==> config.mk <==
export PLATFORM = sky130hd
export DESIGN_NAME = serial_mag_comp
export DESIGN_NICKNAME = d
export VERILOG_FILES = /design/src/rtl/serial_mag_comp_pkg.sv /design/src/rtl/serial_mag_comp_bit_cmp_cell.sv /design/src/rtl/serial_mag_comp.sv
export VERILOG_INCLUDE_DIRS = /design/src /design/src/rtl
export SDC_FILE = /design/constraint.sdc
export NUM_CORES = 1
export LEC_CHECK = 0
export ABC_AREA = 1
export BUFFER_PORTS_ARGS = -buffer_cell sky130_fd_sc_hd__buf_2
export CORE_MARGIN = 2
export CORE_UTILIZATION = 50
export DETAILED_ROUTE_END_ITERATION = 8
export GPL_TIMING_DRIVEN = 0
export PLACE_DENSITY_LB_ADDON = 0.05
export SLEW_MARGIN = 20
export SYNTH_ARGS = -nofsm -noshare
export SYNTH_HDL_FRONTEND = slang
export SYNTH_SLANG_ARGS = --single-unit
==> constraint.sdc <==
create_clock -name clk -period 3.38 [get_ports clk]
set_input_delay 0.507 -clock clk [delete_from_list [all_inputs] [get_ports clk]]
set_output_delay 0.507 -clock clk [all_outputs]
set_load 0.02 [all_outputs]
==> src/rtl/comp_defs.vh <==
// Shared state encodings for the serial magnitude comparator FSM.
`ifndef COMP_DEFS_VH
`define COMP_DEFS_VH

`define COMP_ST_IDLE 2'd0
`define COMP_ST_SCAN 2'd1
`define COMP_ST_DONE 2'd2

`endif

==> src/rtl/serial_mag_comp_pkg.sv <==
// Types shared by the serial magnitude comparator.
package serial_mag_comp_pkg;

`include "comp_defs.vh"

    typedef enum logic [1:0] {
        IDLE = `COMP_ST_IDLE,
        SCAN = `COMP_ST_SCAN,
        DONE = `COMP_ST_DONE
    } state_t;

endpackage

==> src/rtl/serial_mag_comp_bit_cmp_cell.sv <==
// Single bit-pair compare cell: flags a difference and which side is larger.
module bit_cmp_cell (
    input  logic x,
    input  logic y,
    output logic diff,
    output logic x_gt
);

    assign diff = x ^ y;
    assign x_gt = x & ~y;

endmodule

==> src/rtl/serial_mag_comp.sv <==
// Serial unsigned magnitude comparator: scans operands MSB first, one bit
// per cycle, stopping at the first differing bit.
module serial_mag_comp
    import serial_mag_comp_pkg::*;
#(
    parameter int WIDTH = 8
) (
    input  logic                       clk,
    input  logic                       rst,
    input  logic                       start,
    input  logic [WIDTH-1:0]           a,
    input  logic [WIDTH-1:0]           b,
    output logic                       busy,
    output logic                       done,
    output logic                       eq,
    output logic                       gt,
    output logic                       lt,
    output logic [$clog2(WIDTH+1)-1:0] nscan
);

    localparam int CW = $clog2(WIDTH + 1);
    localparam int IW = $clog2(WIDTH);

    state_t           state_reg;
    state_t           state_next;
    logic [WIDTH-1:0] a_sh_reg;
    logic [WIDTH-1:0] b_sh_reg;
    logic [IW-1:0]    idx_reg;
    logic [CW-1:0]    cnt_reg;
    logic             eq_reg;
    logic             gt_reg;
    logic             lt_reg;
    logic [CW-1:0]    nscan_reg;

    logic bit_diff;
    logic bit_x_gt;
    logic scan_end;

    // The MSB of each shift register is the bit pair under test this cycle.
    bit_cmp_cell u_cell (
        .x    (a_sh_reg[WIDTH-1]),
        .y    (b_sh_reg[WIDTH-1]),
        .diff (bit_diff),
        .x_gt (bit_x_gt)
    );

    // Scan finishes on the first difference or after the last bit.
    assign scan_end = bit_diff || (idx_reg == '0);

    // State register.
    always_ff @(posedge clk) begin
        if (rst) begin
            state_reg <= IDLE;
        end else begin
            state_reg <= state_next;
        end
    end

    // Next-state logic; start is only honoured in IDLE.
    always_comb begin
        state_next = state_reg;
        case (state_reg)
            IDLE:    if (start) state_next = SCAN;
            SCAN:    if (scan_end) state_next = DONE;
            DONE:    state_next = IDLE;
            default: state_next = IDLE;
        endcase
    end

    // Datapath: operand capture, shifting, and result registers that only
    // change when a scan completes so they hold through IDLE.
    always_ff @(posedge clk) begin
        if (rst) begin
            a_sh_reg  <= '0;
            b_sh_reg  <= '0;
            idx_reg   <= '0;
            cnt_reg   <= '0;
            eq_reg    <= 1'b0;
            gt_reg    <= 1'b0;
            lt_reg    <= 1'b0;
            nscan_reg <= '0;
        end else begin
            case (state_reg)
                IDLE: begin
                    if (start) begin
                        a_sh_reg <= a;
                        b_sh_reg <= b;
                        idx_reg  <= IW'(WIDTH - 1);
                        cnt_reg  <= '0;
                    end
                end
                SCAN: begin
                    a_sh_reg <= a_sh_reg << 1;
                    b_sh_reg <= b_sh_reg << 1;
                    idx_reg  <= idx_reg - 1'b1;
                    cnt_reg  <= cnt_reg + 1'b1;
                    if (scan_end) begin
                        eq_reg    <= ~bit_diff;
                        gt_reg    <= bit_x_gt;
                        lt_reg    <= bit_diff & ~bit_x_gt;
                        nscan_reg <= cnt_reg + 1'b1;
                    end
                end
                default: ;
            endcase
        end
    end

    assign busy  = (state_reg != IDLE);
    assign done  = (state_reg == DONE);
    assign eq    = eq_reg;
    assign gt    = gt_reg;
    assign lt    = lt_reg;
    assign nscan = nscan_reg;

endmodule
Yosys cells after proc, flatten, opt, wreduce, memory -nomap -nowiden
Index checks and enable logic that the tools add are counted.
{ "classes": {"add_sub_neg": 2, "n_eq_ne": 4, "muxes": 11, "n_bitwise": 6, "n_reduce_logical": 8} }
{ "op_table": {"columns": ["op", "n"], "rows": [
  ["case mux 8 bit (2 select lines)", 2],
  ["two-way mux 8 bit", 2],
  ["case mux 4 bit (2 select lines)", 1],
  ["case mux 3 bit (2 select lines)", 1],
  ["AND reduction 2 bit", 3],
  ["adder 4 x 1 -> 4 bit, second input constant", 1],
  ["two-way mux 2 bit", 2],
  ["two-way mux 4 bit", 1],
  ["!= test 2 bit, second input constant", 2],
  ["case mux 2 bit (2 select lines)", 1],
  ["nonzero test 2 bit", 2],
  ["zero test 3 bit", 1],
  ["two-way mux 3 bit", 1],
  ["inverter 1 bit", 3],
  ["subtractor 3 x 1 -> 3 bit, second input constant", 1],
  ["AND 1 bit", 2],
  ["equality test 2 x 1 -> 1 bit, second input constant", 1],
  ["equality test 2 bit, second input constant", 1],
  ["zero test 2 bit", 1],
  ["logical OR 1 bit", 1],
  ["bitwise XOR 1 bit", 1]
]} }
{ "totals": {"register_bits": 32, "inputBits": 19, "output_inout_bits": 9, "word_cells": 40} }

Longest topological paths before layout
{ "logic_depth": {"depth_word": 4, "mapped_depth": 9} }

Cells and area by module
From an unflattened synthesis, not the netlist that was laid out.
{ "hier_totals": {"hier_cells": 166, "area_unflattened_um2": 1325.0} }
{ "by_module_without_submodules": {"columns": ["mod", "n_inst", "cells_per_inst", "area_per_inst_um2", "seq_area_each_um2"], "rows": [
  ["serial_mag_comp", 1, 163, 1305.0, 640.6],
  ["bit_cmp_cell", 1, 3, 20.0, 0.0]
]} }

Worst setup path after synthesis
OpenSTA, ideal clock, no wires.
{ "synth_path": {"path_type": "reg2out", "startpoint": "register state_reg[0]", "endpoint": "output port busy", "t_arrival_ns": 0.974, "t_required_ns": 2.873, "path_slack_ns": 1.899, "stages_incl_launch_ff": 4, "path_buffers": 1, "cell_sequence": "dfxtp_1 > inv_2 > buf_1 > nand2_1"} }
{ "synth_between": {"elab_chain_cells": 1} }
{ "synth_lines": {"columns": ["element", "line", "rtl"], "rows": [
  ["from (decl)", "serial_mag_comp.sv:24", "state_t state_reg;"],
  ["from (signal assigned)", "serial_mag_comp.sv:55", "state_reg <= state_next;"],
  ["nonzero test 2 bit", "serial_mag_comp.sv:109", "assign busy = (state_reg != IDLE);"],
  ["to (decl)", "serial_mag_comp.sv:13", "output logic busy,"]
]} }
No other way between the ends.

Worst setup path after layout
Ends and elaborated chain as after synthesis.

==> tab_implementation.tex <==
\begin{tabular}{lr}
\hline
Metric & Value \\
\hline
\multicolumn{2}{l}{\textbf{CTS}} \\
\quad Maximum clock insertion buffer count & 2 \\
\quad Maximum level of the CTS H-tree & 2 \\
\quad TritonCTS clock tree & yes \\
\quad Reg clk slew, reported paths & 0.09 ns \\
\quad Inserted Clock Buffers & 5 \\
\quad Sink count of the clock tree & 32 \\
\quad Buffers inserted during post-CTS setup optimization & 0 \\
\quad Post-CTS Hold Buffers & 0 \\
\quad Source-to-sink clock delay at the later pin of the worst-skew pair & 0.32 ns \\
\quad Number of gates resized after CTS & 0 \\
\quad CTS root buf & clkbuf\_4 \\
\multicolumn{2}{l}{\textbf{Drt}} \\
\quad Ratio of routed vias to standard cells & 5.35 \\
\quad First-iteration detailed-routing DRC count & 22 \\
\quad Detailed Route WL & around 2800 um \\
\quad Vias after detailed routing & roughly 1,200 \\
\quad Routed length per instance & between 10 and 15 um \\
\quad Residual DRC count & 0 \\
\quad Antenna viol nets, final & 0 \\
\quad Router iterations before antenna repair & 4 \\
\multicolumn{2}{l}{\textbf{Timing}} \\
\quad Measured slew at the worst slew-check pin & 0.445 ns \\
\quad Final Max Slew Viols & 0 \\
\quad Max-Slew Margin vs Limit & a little over two thirds \\
\quad Final hold violation count & 0 \\
\quad Max Fclk & about 490 MHz \\
\quad Setup Skew & between 0.005 and 0.006 ns \\
\quad Number of failing setup endpoints in the final timing report & 0 \\
\quad Tcrit/Tclk final & around three fifths \\
\quad RSZ-0062 raised after global routing & false \\
\quad Setup\_tns & 0 ns \\
\quad Min cycle time layout & roughly 2 ns \\
\multicolumn{2}{l}{\textbf{Worst setup path}} \\
\quad Slowest cell on the critical path & dfxtp\_1 \\
\quad Data arrival time of the critical path & roughly 1.5 ns \\
\quad Setup CP Type & reg2out \\
\quad Max FO, Critical Path & 10 \\
\quad Depth of the worst register-to-register path & 8 \\
\quad Reg2Reg Launch Point & b\_sh\_reg[7] \\
\quad Longest individual stage delay on the worst path & around 0.39 ns \\
\quad Slack of the worst reg-to-reg path & around 1.9 ns \\
\quad R2R Path End & nscan[0] \\
\quad Kind of launch point of the worst setup path & flop \\
\quad Critical Path End Type & primary output \\
\quad Worst Path Required & around 2.9 ns \\
\quad List of cells traversed by the critical path & inv\_2, buf\_1, nand2\_1, buf\_2 \\
\multicolumn{2}{l}{\textbf{Placement}} \\
\quad Number of instances in the placed design & 223 \\
\quad HPWL reported at the end of detailed placement & 2080 um \\
\quad \# port buffers & 26 \\
\quad Final weighted congestion in routability-driven placement & roughly 0.75 \\
\multicolumn{2}{l}{\textbf{Layout}} \\
\quad Post-layout instance count excluding filler cells & approximately 230 \\
\quad Layout fillers & between 200 and 300 \\
\quad Number of nets in the layout & $\sim$220 \\
\quad Number of diodes & 0 \\
\quad Ratio of cells with drive above 1 in the final layout & a little over a fifth \\
\quad Signed area change from the synthesized netlist to the final layout & 16.8\% \\
\multicolumn{2}{l}{\textbf{Yosys}} \\
\quad Cell count after synthesis & between 150 and 200 \\
\quad Proportion of synthesized flip-flops having asynchronous set or reset & 0\% \\
\quad Count of cell types in the netlist & 21 \\
\quad Portion of the post-synthesis area used by sequential elements & between 40\% and 50\% \\
\quad Synthesized netlist net count & 191 \\
\quad Yosys Warn Count & 0 \\
\quad Most used DFF post-synth & dfxtp\_1 \\
\quad Mean cell area of the mapped netlist & 8.08 sq um \\
\quad Total standard cell area after synthesis & about 1300 sq um \\
\quad Number of flops mapped to enable cells by yosys & 0 \\
\quad Number of flip-flops and latches in the synthesized netlist & 32 \\
\multicolumn{2}{l}{\textbf{Pwr}} \\
\quad Combinational cell fraction of total power & roughly a quarter \\
\quad Internal power & roughly 0.0006 W \\
\quad Clk network pwr share & between 20 and 25\% \\
\quad Power per standard cell area & approximately 570 nW/um\^{}2 \\
\quad Sw Ratio & between 30\% and 40\% \\
\quad Largest voltage drop on the vdd net & 370 uV \\
\quad Leakage component of the power & around 0.72 nW \\
\quad Total net switching power & $\sim$0.00028 W \\
\quad Flop pwr share & roughly half \\
\multicolumn{2}{l}{\textbf{Min path}} \\
\quad Cells on Worst Hold Path & 3 \\
\quad Worst hold path type & in2reg \\
\quad Hold path start & b[0] \\
\quad Hold Path End & b\_sh\_reg[0] \\
\multicolumn{2}{l}{\textbf{Floorplan}} \\
\quad Ports placed on the boundary & 28 \\
\quad Placeable core region & around 2500 sq um \\
\quad Total Die Area & around 3100 sq um \\
\quad Cell Rows & 18 \\
\quad Die X-Extent & about 56 um \\
\quad Initial Utilization & a little over half \\
\quad Die height & 55.9 um \\
\multicolumn{2}{l}{\textbf{GRT}} \\
\quad Maximum number of pins on one net before global-route repair & 11 \\
\quad Vias in the first global route & approximately 1,100 \\
\quad Overall routing resource usage & approximately a fifth \\
\quad Wire length of the first global-routing pass & around 4900 um \\
\quad Global-route congestion overflow total & 0 \\
\quad Number of antenna violations at the first check in global routing & 0 \\
\multicolumn{2}{l}{\textbf{Status}} \\
\quad Run status & completed \\
\multicolumn{2}{l}{\textbf{Job}} \\
\quad Count of maximum capacitance violations & 0 \\
\hline
\end{tabular}
-- worst max-delay path, delay by kind of cell (launching register included) --
kind / cells / cell delay (ns)
buf+inv: 3 / 0.73
flops: 1 / 0.39
simple gates: 1 / 0.10
-- how the worst max path moves through the flow --
stage / startpoint / endpoint / slack [ns] / depth (start not counted)
3_3_place_gp: state_reg[0] / busy / 1.72 / 4
5_1_grt: state_reg[0] / busy / 1.21 / 4
3_5_place_dp: state_reg[0] / busy / 1.70 / 4
6_report: state_reg[0] / busy / 1.35 / 4
2_1_floorplan: state_reg[0] / busy / 1.90 / 3
4_1_cts: state_reg[0] / busy / 1.33 / 4
-- cells in the mapped netlist, types with 2 or more instances --
cell,n,share of area (%)
dfxtp_1,32,47
clkbuf_1,2,0.56
o22ai_1,12,5.6
nand2_1,25,7.0
ha_1,5,4.6
inv_1,11,3.1
a21oi_1,25,9.3
nand2_2,2,0.93
nor2_1,14,3.9
buf_6,3,2.5
buf_2,2,0.74
inv_2,2,0.56
nand3_1,3,1.1
o21ai_0,22,8.2
-- cell type report --
class / count / area, sq um / share of cell area, %
timing repair buffer: 26 / 130 / 8.26
buffer: 8 / 55.1 / 3.49
sequential: 32 / 641 / 40.7
inverter: 14 / 52.6 / 3.34
clock buffer: 8 / 58.8 / 3.73
multi-input combinational: 113 / 601 / 38.1
tap: 30 / 37.5 / 2.38
-- power groups by stage --
stage	Sequential, W	Clock [W]	Combinational [W]
after floorplan	0.000469	0	0.000151
after global placement	0.000460	0	0.000214
after detailed placement	0.000462	0	0.000222
after CTS	0.000454	0.000234	0.000223
after global routing	0.000459	0.000246	0.000251
final	0.000454	0.000223	0.000221
-- metal layers --
layer	GRT usage, %	share of wire, %
met1	24.9	45
met2	30.8	49
met3	5.35	5.3
met4	9.86	1.1
met5	0	0
-- metrics by stage --
| stage | worst slack, ns | hold WS, ns | power (W) | utilization (%) | area (sq um) |
|---|---|---|---|---|---|
| floorplan | 1.90 | 0.434 | 0.000620 | - | 1350 |
| global placement | 1.72 | 0.447 | 0.000675 | 60.1 | 1520 |
| detailed placement | 1.70 | 0.454 | 0.000684 | 60.1 | 1520 |
| CTS | 1.33 | 0.419 | 0.000910 | 62.5 | 1580 |
| global route | 1.21 | 0.437 | 0.000957 | 62.5 | 1580 |
| finish | 1.35 | 0.435 | 0.000897 | 62.5 | 1580 |
-- cells in the final DEF, fill, tap and decap left out --
cell type | netlist | layout
buf_2 | 2 | 28
a211oi_1 | 1 | 1
a21oi_1 | 25 | 25
nand4_1 | 1 | 1
o21ai_0 | 22 | 22
inv_1 | 11 | 11
inv_2 | 2 | 2
clkbuf_1 | 2 | 4
ha_1 | 5 | 5
dfxtp_1 | 32 | 32
xor2_1 | 1 | 1
buf_1 | 1 | 1
nor2_1 | 14 | 14
nor2_8 | 1 | 1
buf_6 | 3 | 3
clkbuf_8 | 0 | 1
nand2_4 | 1 | 1
clkbuf_4 | 0 | 5
nand2_2 | 2 | 2
o22ai_1 | 12 | 12
clkinv_1 | 1 | 1
nand2_1 | 25 | 25
nand3_1 | 3 | 3
-- cells by family (layout without fill, tap and decap cells) --
kind of cell             count (synthesis)  count (layout)  share of synthesized area (%)
adder cells (fa/ha/maj)                  5               5                           4.64
flip-flops                              32              32                           47.5
buffers and inverters                   22              56                           7.98
AND/OR/NAND/NOR                         47              47                           15.7
XOR/XNOR                                 1               1                          0.649
AO/OA/AOI/OAI                           60              60                           23.6
Note: power is estimated with default switching activity, not from simulation.
